$ cat src/rtl/pipe_pkg.sv
// Shared pipeline payload types and constants for the MIPS32 stage buffers.
// Latency: n/a (types and constants only).
// Backpressure: n/a.
package pipe_pkg;

    // MIPS sll $0,$0,0 encodes as all zeros and serves as the bubble instruction.
    localparam logic [31:0] NOP_INSTR = 32'h0000_0000;

    // IF/ID payload: fetched instruction word plus its PC.
    typedef struct packed {
        logic [31:0] instr;
        logic [31:0] pc;
    } if_id_payload_t;

    localparam int IF_ID_WIDTH = $bits(if_id_payload_t);

    // ID/EX payload for the stages that adopt the elastic buffer next.
    typedef struct packed {
        logic [31:0] instr;
        logic [31:0] pc;
        logic [31:0] rs_val;
        logic [31:0] rt_val;
        logic [31:0] imm;
    } id_ex_payload_t;

    localparam int ID_EX_WIDTH = $bits(id_ex_payload_t);

endpackage

$ cat src/rtl/pipe_buf_ptr.sv
// Wrap-around read/write pointers and occupancy counter for a DEPTH-entry buffer.
// Latency: pointers and count update on the clock edge after push/pop/clear.
// Backpressure: none here; the caller must not push when full or pop when empty.
module pipe_buf_ptr #(
    parameter  int DEPTH = 2,
    localparam int PW    = $clog2(DEPTH),
    localparam int CW    = $clog2(DEPTH + 1)
) (
    input  logic          clk,
    input  logic          reset,
    input  logic          push,
    input  logic          pop,
    input  logic          clear,
    output logic [PW-1:0] wr_ptr,
    output logic [PW-1:0] rd_ptr,
    output logic [CW-1:0] count,
    output logic          full,
    output logic          empty
);

    // DEPTH need not be a power of two, so wrap explicitly at DEPTH-1.
    function automatic logic [PW-1:0] ptr_inc(input logic [PW-1:0] p);
        return (p == PW'(DEPTH - 1)) ? '0 : p + PW'(1);
    endfunction

    // Advance pointers and occupancy; clear overrides any same-cycle push/pop.
    always_ff @(posedge clk or posedge reset) begin
        if (reset) begin
            wr_ptr <= '0;
            rd_ptr <= '0;
            count  <= '0;
        end else if (clear) begin
            wr_ptr <= '0;
            rd_ptr <= '0;
            count  <= '0;
        end else begin
            if (push) wr_ptr <= ptr_inc(wr_ptr);
            if (pop)  rd_ptr <= ptr_inc(rd_ptr);
            case ({push, pop})
                2'b10:   count <= count + CW'(1);
                2'b01:   count <= count - CW'(1);
                default: count <= count;
            endcase
        end
    end

    assign full  = (count == CW'(DEPTH));
    assign empty = (count == '0);

endmodule

$ cat src/rtl/pipe_stage_buf.sv
// Elastic pipeline-stage buffer with valid/ready handshake, hold, flush and NOP bubbles.
// Latency: one cycle from push to out_valid when empty; full throughput for DEPTH >= 2.
// Backpressure: registered in_ready drops when the next occupancy reaches DEPTH.
module pipe_stage_buf
    import pipe_pkg::*;
#(
    parameter  int               WIDTH     = IF_ID_WIDTH,
    parameter  int               DEPTH     = 2,
    parameter  logic [WIDTH-1:0] NOP_VALUE = '0,
    localparam int               PW        = $clog2(DEPTH),
    localparam int               CW        = $clog2(DEPTH + 1)
) (
    input  logic             clk,
    input  logic             reset,
    input  logic             flush,
    input  logic             hold,
    input  logic             in_valid,
    output logic             in_ready,
    input  logic [WIDTH-1:0] in_data,
    output logic             out_valid,
    input  logic             out_ready,
    output logic [WIDTH-1:0] out_data,
    output logic [CW-1:0]    count
);

    logic [WIDTH-1:0] mem [DEPTH];
    logic [PW-1:0]    wr_ptr;
    logic [PW-1:0]    rd_ptr;
    logic             full;
    logic             empty;
    logic             push;
    logic             pop;
    logic             in_ready_nxt;

    // Flush discards both sides of the handshake; hold only freezes the output side.
    assign push = in_valid & in_ready & ~flush;
    assign pop  = out_valid & out_ready & ~hold & ~flush;

    pipe_buf_ptr #(
        .DEPTH (DEPTH)
    ) u_ptr (
        .clk    (clk),
        .reset  (reset),
        .push   (push),
        .pop    (pop),
        .clear  (flush),
        .wr_ptr (wr_ptr),
        .rd_ptr (rd_ptr),
        .count  (count),
        .full   (full),
        .empty  (empty)
    );

    // Next in_ready = (next occupancy < DEPTH), derived without any out_ready-to-in_ready comb path leaving the stage.
    always_comb begin
        in_ready_nxt = ~full;
        if (flush)     in_ready_nxt = 1'b1;
        else if (pop)  in_ready_nxt = 1'b1;
        else if (push) in_ready_nxt = (count != CW'(DEPTH - 1));
    end

    // Registered in_ready; comes out of reset able to accept.
    always_ff @(posedge clk or posedge reset) begin
        if (reset) in_ready <= 1'b1;
        else       in_ready <= in_ready_nxt;
    end

    // Payload storage carries no reset; empty entries are never observed on out_data.
    always_ff @(posedge clk) begin
        if (push) mem[wr_ptr] <= in_data;
    end

    // Bubble insertion: empty buffer presents NOP_VALUE instead of stale storage.
    assign out_valid = ~empty;
    assign out_data  = empty ? NOP_VALUE : mem[rd_ptr];

endmodule

$ cat config.mk
export PLATFORM = sky130hd
export DESIGN_NAME = pipe_stage_buf
export DESIGN_NICKNAME = d
export VERILOG_FILES = /design/src/rtl/pipe_pkg.sv /design/src/rtl/pipe_buf_ptr.sv /design/src/rtl/pipe_stage_buf.sv
export SDC_FILE = /design/constraint.sdc
export NUM_CORES = 1
export LEC_CHECK = 0
export ABC_CLOCK_PERIOD_IN_PS = 10500
export BUFFER_PORTS_ARGS = -buffer_cell sky130_fd_sc_hd__buf_4
export CORE_ASPECT_RATIO = 1.1
export CORE_UTILIZATION = 30
export CTS_CLUSTER_SIZE = 10
export DETAILED_ROUTE_END_ITERATION = 12
export GPL_TIMING_DRIVEN = 1
export PLACE_DENSITY = 0.52
export SYNTH_ARGS = -nofsm -noshare
export SYNTH_HDL_FRONTEND = slang
export SYNTH_SLANG_ARGS = --single-unit
$ cat constraint.sdc
create_clock -name clk -period 10.5 [get_ports clk]
set_input_delay 0.525 -clock clk [delete_from_list [all_inputs] [get_ports clk]]
set_output_delay 0.525 -clock clk [all_outputs]
set_load 0.05 [all_outputs]
Yosys cells after proc, flatten, opt, wreduce, memory -nomap -nowiden
Memories as Yosys holds them, arrays and structs flattened.
Index checks and enable logic that the tools add are counted.
{"block": "op_classes", "n_eq_ne": 4, "n_bitwise": 9, "addsub": 4, "mux": 14, "n_reduce_logical": 4}
{"operator": "$mux 64", "count": 1}
{"operator": "$mux 1", "count": 11}
{"operator": "$and 1x1->1", "count": 5}
{"operator": "$eq 2x2->1 const B", "count": 2}
{"operator": "$not 1->1", "count": 4}
{"operator": "$pmux 2 s2", "count": 1}
{"operator": "$reduce_bool 2->1", "count": 2}
{"operator": "$reduce_bool 3->1", "count": 1}
{"operator": "$add 1x1->1 const B", "count": 2}
{"operator": "$add 2x1->2 const B", "count": 1}
{"operator": "$eq 2x1->1 const B", "count": 1}
{"operator": "$logic_not 2->1", "count": 1}
{"operator": "$mux 2", "count": 1}
{"operator": "$ne 2x1->1 const B", "count": 1}
{"operator": "$sub 2x1->2 const B", "count": 1}
{"block": "word_totals", "register_bits": 5, "out_inout_bits": 68, "word_cells": 40, "mem_count": 1, "ram_bits": 128, "in_bits": 70}
{"name": "mem", "words": 2, "width": 64, "rd": 1, "rd_ports_with_merged_regs": 0, "write_ports": 1, "line_no": "pipe_stage_buf.sv:26", "source": "logic [WIDTH-1:0] mem [DEPTH];"}

Depth between registers and ports, before layout
Gate-level depths: netlist of the first run.
{"block": "depth", "ltp_word": 8, "mapped_depth": 5, "depth_no_buf": 5}

Hierarchy
Synthesis of the first run repeated with hierarchy kept, for this count alone.
{"block": "hier_totals", "hier_cells": 302, "area_unflattened_um2": 5166.2}
{"mod": "pipe_stage_buf", "cells_each": 282, "area_per_inst_um2": 4954.8, "seq_area_each_um2": 3870.0, "n_inst": 1}
{"mod": "pipe_buf_ptr", "cells_each": 20, "area_per_inst_um2": 211.5, "seq_area_each_um2": 100.1, "n_inst": 1}

Worst setup path after synthesis of the first run
OpenSTA, ideal clock, no wires.
{"block": "synth_path", "kind": "register to register", "from": "register in_ready", "to": "memory mem[1][0] (netlist name) (enable)", "arrival_time_ns": 5.645, "setup_ns": 0.578, "path_slack_ns": 4.277, "t_required_ns": 9.922, "period_less_slack_ns": 6.223, "path_stages_with_launch": 3, "path_buffers": 0, "path_cell_list": "dfstp_2 -> nand2_1 -> nor3b_1"}
{"block": "synth_via", "elab_chain_len": 4}
{"item": "start: declaration", "line_no": "pipe_stage_buf.sv:18", "source": "output logic in_ready,"}
{"item": "start signal: assignment", "line_no": "pipe_stage_buf.sv:65", "source": "else in_ready <= in_ready_nxt;"}
{"item": "$and 1x1->1 (2 in series)", "line_no": "pipe_stage_buf.sv:36", "source": "assign push = in_valid & in_ready & ~flush;"}
{"item": "$mux 1", "line_no": "pipe_stage_buf.sv:70", "source": "if (push) mem[wr_ptr] <= in_data;"}
{"item": "$mux 1 (not written as such)", "line_no": "pipe_stage_buf.sv:70"}
{"item": "end: declaration", "line_no": "pipe_stage_buf.sv:26"}
No other way between the ends.

Final worst setup path of the first run
{"block": "layout_path", "from": "register u_ptr.count[0]", "to": "output out_data[49]"}
{"block": "layout_via", "elab_chain_len": 2}
{"item": "start: declaration", "line_no": "pipe_buf_ptr.sv:16", "source": "output logic [CW-1:0] count,"}
{"item": "start signal: assignment", "line_no": "pipe_buf_ptr.sv:40", "source": "2'b10: count <= count + CW'(1);"}
{"item": "start signal: assignment", "line_no": "pipe_buf_ptr.sv:41", "source": "2'b01: count <= count - CW'(1);"}
{"item": "start signal: assignment", "line_no": "pipe_buf_ptr.sv:42", "source": "default: count <= count;"}
{"item": "$logic_not 2->1", "line_no": "pipe_buf_ptr.sv:48", "source": "assign empty = (count == '0);"}
{"item": "$mux 64", "line_no": "pipe_stage_buf.sv:75", "source": "assign out_data = empty ? NOP_VALUE : mem[rd_ptr];"}
{"item": "end: declaration", "line_no": "pipe_stage_buf.sv:22", "source": "output logic [WIDTH-1:0] out_data,"}
No other way between the ends.

==> impl.org, run 1 <==
** Clock tree
- Post-CTS Hold Fix Bufs :: 0
- # resized after CTS :: 0
- Counting the buffers created by CTS gives 17.
- For the worst-skew pair, the clock arrives at the later sink with an insertion delay of 410 ps.
- CTS root buffer :: sky130_fd_sc_hd__clkbuf_16
- The clock net in this run drives a total of 133 sinks.
- Clk pin slew, worst setup/hold paths :: 50 ps
- No sink is reached through more buffers than the 2 on the longest clock path.
- The H-tree generated during clock tree synthesis spans 4 levels.
- Clock tree from TritonCTS :: built
- Once the clock tree was built, the setup fixing pass inserted 0 buffers.

** Worst setup path
- Cell type group with the largest total delay on the critical path :: buffers and inverters
- The signal on the critical path passes through inv_1 -> ha_2 -> buf_4 -> nor2_1 -> buf_4.
- Counting both buffers and inverters, the worst setup path holds a total of 3.
- Type of the worst setup path :: reg2out
- Measured in cells, the most critical reg-to-reg path has a length of 6.
- Worst flop-to-flop path startpoint :: u_ptr.count[0]
- Worst endpoint data arrival time :: 2440 ps
- Delay of the slowest critical-path stage :: 590 ps
- STA classifies the critical path endpoint as a primary output.
- The setup check on the worst reg-to-reg path leaves a slack of 8050 ps.
- STA classifies the critical path startpoint as a flop.
- Critical register-to-register path endpoint :: u_ptr.count[0]
- Among the stages of the critical path, the cell type that occurs most often is sky130_fd_sc_hd__buf_4.
- Count of cell instances traversed by the critical path :: 5
- Critical path fanouts, max :: 36
- The slowest stage of the critical path belongs to the cell sky130_fd_sc_hd__ha_2.
- Data on the critical path is required at its endpoint by 9980 ps.

** Layout
- Share of cells above drive strength 1 :: 38.48%
- Count of nets after finishing :: 521
- Fin util :: 42.52%
- Antenna cell count :: 0
- Final standard cell area without fillers :: 0.007013 sq mm
- Synth-to-Final Area Change :: 37.14%
- After the flow finishes, the layout carries non-filler instances totaling 664.

** STA
- Clock period minus worst slack :: 2960 ps
- Slew @ Worst Pin :: 889.0 ps
- Setup violations remaining at the end of the flow were counted as 0.
- Setup Skew :: 10.44 ps
- Period utilization :: 28.19%
- Setup repair after global routing left no endpoint under its margin.
- Timing would allow up to 337.8 MHz.
- Number of max-slew violations in the final report :: 0
- The worst pin sits at a relative slew slack of 40.73%.
- Setup total negative slack on the finished layout was measured at 0 ps.
- The number of hold violations in the final report came to 0.

** Yosys
- After synthesis the netlist holds a flip-flop and latch count of 133.
- Distinct cells, synth :: 22
- Netlist Area Pre-Place :: 0.005114 sq mm
- Sequential cells were found to cover 77.64% of the synthesized design area.
- Compound-gate portion of the synthesized area :: 0.2202%
- Synth Net Count :: 375
- Synth Area in XOR/XNOR :: 0.5138%
- During synthesis, Yosys emitted a total of 0 warnings.
- By area, the combinational part of the netlist is dominated by multiplexers.
- Adder-cell share of the synthesized area :: 0.7340%
- Synthesized netlist cell count :: 302
- Post-synthesis mux area share :: 13.14%
- After Yosys synthesis, and, or, nand and nor cells account for 6.044% of the synthesized area.
- Mean instance size in the synthesized netlist :: 16.93 sq um

** Routing
- Antenna-violating nets left :: 0
- In the routed layout, each cell is associated on average with a via count of 4.342.
- Starting DRT DRC Count :: 138
- The pre-antenna-repair detailed-routing pass consisted of 4 iterations.
- The final route contains 2883 vias.
- Average wire per cell in the routed design :: 15.48 microns
- Drt drc :: 0
- Wires add up to 10280 microns.

** Floorplan
- Die X :: 126.5 microns
- In this run the core area contains 49 standard-cell rows.
- Initial standard-cell utilization of the core :: 31.01%
- In this run the vertical extent of the chip is 138.9 microns.
- Placeable core region :: 0.01649 sq mm
- The floorplan step defined a die boundary enclosing 0.01757 sq mm.
- Pin placement for this block handled 138 I/O pins.

** Global routing
- After global routing the overflow that remains totals 0.
- Entering global routing, the biggest net connects 64 pins.
- Wire length of the first global-routing pass :: 16190 microns
- Number of antenna violations at the first check in global routing :: 0
- The number of global-route vias before repair was 3174.
- Across every metal layer, demand over resource in global routing totals 12.39%.

** Worst hold path
- The tightest min-delay check is of the in2async type.

** Power and ir drop
- Across the VDD grid, the largest voltage drop is 0.1069 mV.
- The design draws 0.001704 W.
- For this design the ratio of total power to cell area is 242.9 mW/mm^2.
- Leak pwr :: 2.601 nW

** Place
- In this run the cell area measured after placement is 0.006379 sq mm.
- During placement, the flow inserted port buffers numbering 137.
- Dpl cells :: 633
- Summed over all nets, the half-perimeter wirelength after detailed placement is 6596 microns.
- The congestion estimate from routability-driven global placement came to 0.7021.

** Flow run
- Max cap viols :: 0

** Outcome
- The flow ran to the end, and the final reports show no timing, DRC or antenna violations.
state kept, by name (all words and copies together), names as in the netlist:
signal        count
mem             128
u_ptr.count       2
in_ready          1
u_ptr.rd_ptr      1
u_ptr.wr_ptr      1
worst max-delay path by stage:
stage                         endpoint      startpoint  slack (ps)
final                     out_data[49]  u_ptr.count[0]        7540
after global routing      out_data[49]  u_ptr.count[0]        7310
after CTS                 out_data[49]  u_ptr.count[0]        7440
after detailed placement  out_data[49]  u_ptr.count[0]        7910
after global placement    out_data[49]  u_ptr.count[0]        7930
after floorplan              mem[1][0]        in_ready        4280
per-stage QoR:
stage / worst slack (ps) / hold slack [ps]
global route: 7307 / 27.90
floorplan: 4277 / 302.8
CTS: 7444 / 1.603
global placement: 7926 / 443.8
finish: 7540 / 26.52
detailed placement: 7907 / 453.3
power breakdown:
part           switching, W  leakage, nW  total [W]  internal [W]
clock              0.000214        0.304   0.000632      0.000418
sequential        0.0000159         1.24   0.000633      0.000617
combinational      0.000309         1.06   0.000439      0.000130
routing by layer:
layer | global-route usage [%] | vias to the layer above | share of wire, %
met5 | 0 | - | 0
met4 | 6.785 | 0 | 2.2
met3 | 3.974 | 17 | 6.0
met2 | 20.44 | 96 | 50
met1 | 14.25 | 1374 | 42
li1 | - | 1396 | -
kinds of logic (layout without fill, tap and decap cells):
group,count (synthesis),after routing
mux,67,67
simple gates,75,75
xor+xnor,3,3
flops,133,133
fa+ha+maj,3,3
compound gates,2,2
buf+inv,19,177
final cells by class:
cell class                      instances  area, sq um
Fill cell                            1536         9479
Sequential cell                       133         3974
Multi-Input combinational cell        150         1069
Timing Repair Buffer                  142         1066
Clock buffer                           17        425.4
Tap cell                              204        255.2
Clock inverter                         14        209.0
Inverter                                4        15.01
cells in the mapped netlist, drive strengths merged:
library cell,count,share of area [%]
or3,1,0.12
nand2,1,0.073
a21oi,1,0.098
dfrtp,4,2.0
o22ai,1,0.12
nand2b,1,0.12
inv,4,0.29
xor2,1,0.17
and3,1,0.12
nor3,1,0.098
xnor2,2,0.34
edfxtp,128,75
mux2i,66,13
nor2,68,5.0
mux2,1,0.22
nor3b,2,0.51
clkbuf,8,0.59
ha,3,0.73
dfstp,1,0.51
buf,7,0.83
cells in the final DEF (no fill, tap or decap), drive strengths merged:
cell,count
buf,142
edfxtp,128
nor2,68
mux2i,66
clkbuf,17
clkinv,6
bufinv,5
inv,5
dfrtp,4
ha,3
xnor2,2
clkinvlp,2
nor3b,2
and3,1
a21oi,1
nand2,1
nand2b,1
o22ai,1
mux2,1
nor3,1
or3,1
xor2,1
dfstp,1
Power figures use the tool's default switching activity.
==> run 2, diff against run 1 <==
--- a/config.mk
+++ b/config.mk
@@ -5,7 +5,7 @@
 export SDC_FILE = /design/constraint.sdc
 export NUM_CORES = 1
 export LEC_CHECK = 0
-export ABC_CLOCK_PERIOD_IN_PS = 10500
+export ABC_CLOCK_PERIOD_IN_PS = 3100
 export BUFFER_PORTS_ARGS = -buffer_cell sky130_fd_sc_hd__buf_4
 export CORE_ASPECT_RATIO = 1.1
 export CORE_UTILIZATION = 30
==> constraint.sdc (replaced) <==
create_clock -name clk -period 3.1 [get_ports clk]
set_input_delay 0.155 -clock clk [delete_from_list [all_inputs] [get_ports clk]]
set_output_delay 0.155 -clock clk [all_outputs]
set_load 0.05 [all_outputs]
==> run 2 against run 1 <==
Effect of this change: sequential share of layout area shrank 5.0 points; critical path depth down 1; combinational power rose to 3.6 times the previous value; clock-buffer cell count rose by 1; register-to-register slack got worse by 6900 ps; first-iteration DRC count fell by 26%; via count grew 11%; global-route usage is 0.48 points higher; hold slack improved by 59 ps; cell count rose by 10%; die area is the same; highest routed layer unchanged.
==> impl.org, run 2 (synthesis results as in run 1) <==
** Outcome
- Result of the run :: finished, final reports clean

** Clock tree
- CTS root buffer :: sky130_fd_sc_hd__clkbuf_16
- Clock tree from TritonCTS :: built
- Number of levels the H-tree was split into :: 4
- After clock tree synthesis, the clock-pin slew on the worst setup and hold paths is 50 ps.
- At the later pin of the worst-skew pair, clock insertion delay measures 410 ps.
- Counting every sink on the clock net gives 133.
- # resized after CTS :: 0
- Inserted Clock Buffers :: 17
- The clock passes through at most 2 buffers.

** Global routing
- The initial antenna violation count is 0.
- Residual overflow from global routing :: 0
- The number of global-route vias before repair came to 3362.
- Wire length of the first global-routing pass :: 16990 microns
- Entering global routing, the biggest net connects 45 pins.
- Across every metal layer, demand over resource in global routing totals 12.87%.

** Worst hold path
- Tightest Hold Check Type :: in2reg
- The worst hold path was traced through 4 stages.
- Beginning of the worst hold path :: hold
- Worst min-delay path endpoint :: u_ptr.rd_ptr

** Worst setup path
- Across all register-to-register paths, the minimum setup slack is 1130 ps.
- Worst flop-to-flop path startpoint :: in_ready
- Critical register-to-register path endpoint :: mem[1][6]
- The worst setup path is captured at a primary output.
- Counting cells, the worst reg-to-reg path comes to 3.
- Type of origin of the critical path :: flop
- For the worst setup path, the data arrival time is 2130 ps.
- Worst EP required :: 2940 ps
- Critical path fanouts, max :: 36
- Type of the worst setup path :: reg2out

** Routing
- Average wire per cell in the routed design :: 14.56 microns
- After detailed routing, the number of vias per cell comes to 4.381.
- Starting DRT DRC Count :: 102
- Summed over all nets, wire length on met3 after detailed routing comes to 527 microns.
- Detailed routing placed a total of 5447 microns of wire on met2.
- Drt drc :: 0
- Sum of routed wire length over all layers :: 10670 microns
- Total number of vias :: 3211
- The first detailed-routing pass took 4 iterations.
- Metal1 wirelength :: 4585 microns
- Top routing layer used :: met4
- Antenna-violating nets left :: 0

** Place
- DP Worst Slack :: 1102 ps
- Once detailed placement completed, the half-perimeter wirelength came to 6659 microns.
- Count of input and output buffers :: 137
- Routability-driven placement finished with a final weighted congestion of 0.7024.
- Post-Place Cell Area :: 0.006419 sq mm

** Power and ir drop
- The design draws 0.005789 W.
- Leak pwr :: 2.886 nW
- VDD sags by at most 0.3532 mV.
- Ratio of total power to cell area :: 752.5 mW/mm^2

** STA
- Unrepaired setup endpoints after global routing :: false
- Worst hold slack after final layout :: 85.15 ps
- The number of hold violations in the final report came to 0.
- Headroom to the max-slew limit came out at 55.98%.
- Static timing analysis puts the maximum clock frequency at 437.5 MHz.
- Fin worst setup slack :: 814.4 ps
- At the pin with the least slew margin, the transition time is 660.3 ps.
- Clock period minus worst slack :: 2286 ps
- The max-slew violation count is 0.
- Setup TNS Final :: 0 ps
- In the finished design, the share of the clock period the worst path needs comes to 73.73%.
- Clock skew on the completed layout was measured at 5.909 ps.
- Setup violations remaining at the end of the flow were counted as 0.

** Floorplan
- For this design the top-level I/O count stands at 138.
- The floorplan step set the die height to 138.9 microns.
- Placeable core region :: 0.01649 sq mm
- Die area :: 0.01757 sq mm
- Floorplan row count :: 49
- Die X :: 126.5 microns
- Initial standard-cell utilization of the core :: 31.01%

** Layout
- Ranked by flip-flop count, first place goes to mem.
- Cells with a size suffix above 1 make up 33.84% of the layout.
- Count of nets after finishing :: 589
- Final standard cell area without fillers :: 0.007692 sq mm
- Largest registers ranked by flip-flop count :: mem: 128 flops, u_ptr.count: 2 flops
- Number of flip-flops under the largest register name :: 128
- Most frequent standard cell in the layout excluding fill and tap cells :: sky130_fd_sc_hd__buf_4
- After filler insertion, the fill cell instance count of the layout stands at 1501.
- Synth-to-Final Area Change :: 50.43%
- Antenna cell count :: 0
- Commonest cells after routing, fill and taps aside :: 143 x sky130_fd_sc_hd__buf_4, 128 x sky130_fd_sc_hd__edfxtp_1, 68 x sky130_fd_sc_hd__nor2_1

** Flow run
- Max cap viols :: 0
[run 2: critical path, cell delays in order (launching register included)]
cell and delay (ps):
sky130_fd_sc_hd__dfrtp_4 840, sky130_fd_sc_hd__buf_12 330, sky130_fd_sc_hd__mux2i_1 240, sky130_fd_sc_hd__nor2_1 70, sky130_fd_sc_hd__buf_4 200
[run 2: worst max-delay path by stage]
stage | slack [ps] | from | endpoint
2_1_floorplan | -20 | in_ready | mem[1][0]
3_3_place_gp | 1160 | in_ready | mem[1][9]
3_5_place_dp | 1100 | in_ready | mem[1][6]
4_1_cts | 760 | u_ptr.rd_ptr | out_data[12]
5_1_grt | 670 | u_ptr.rd_ptr | out_data[12]
6_report | 810 | u_ptr.rd_ptr | out_data[12]
[run 2: final cells by class]
cell class,count,area (sq um),area share (%)
sequential,133,3974,51.66
timing repair buffer,210,1754,22.80
multi-input combinational,150,1081,14.05
clock buffer,18,429.2,5.579
tap,204,255.2,3.318
clock inverter,14,183.9,2.391
inverter,4,15.01,0.1952
[run 2: metal layers]
layer,vias up,global-route usage [%]
met2,93,21.90
met3,10,4.514
met1,1572,15.21
met4,0,3.995
met5,-,0
li1,1536,-
[run 2: timing repair]
| item | in CTS | in global routing |
|---|---|---|
| buffers inserted | 0 | 0 |
| endpoints found under the hold margin | 135 | 0 |
| hold buffers | 66 | 0 |
[run 2: metrics by stage]
| stage | std cells | utilization, % |
|---|---|---|
| after floorplan | 302 | - |
| after global placement | 635 | 38.92 |
| after detailed placement | 635 | 38.92 |
| after CTS | 733 | 46.64 |
| after global routing | 733 | 46.64 |
| final | 733 | 46.64 |
[run 2: report_power, final]
part	internal (W)	leakage (nW)	switching [W]
clock	0.00134	0.295	0.000735
sequential	0.00209	1.24	0.0000569
combinational	0.000504	1.36	0.00106
total	0.00393	2.89	0.00186
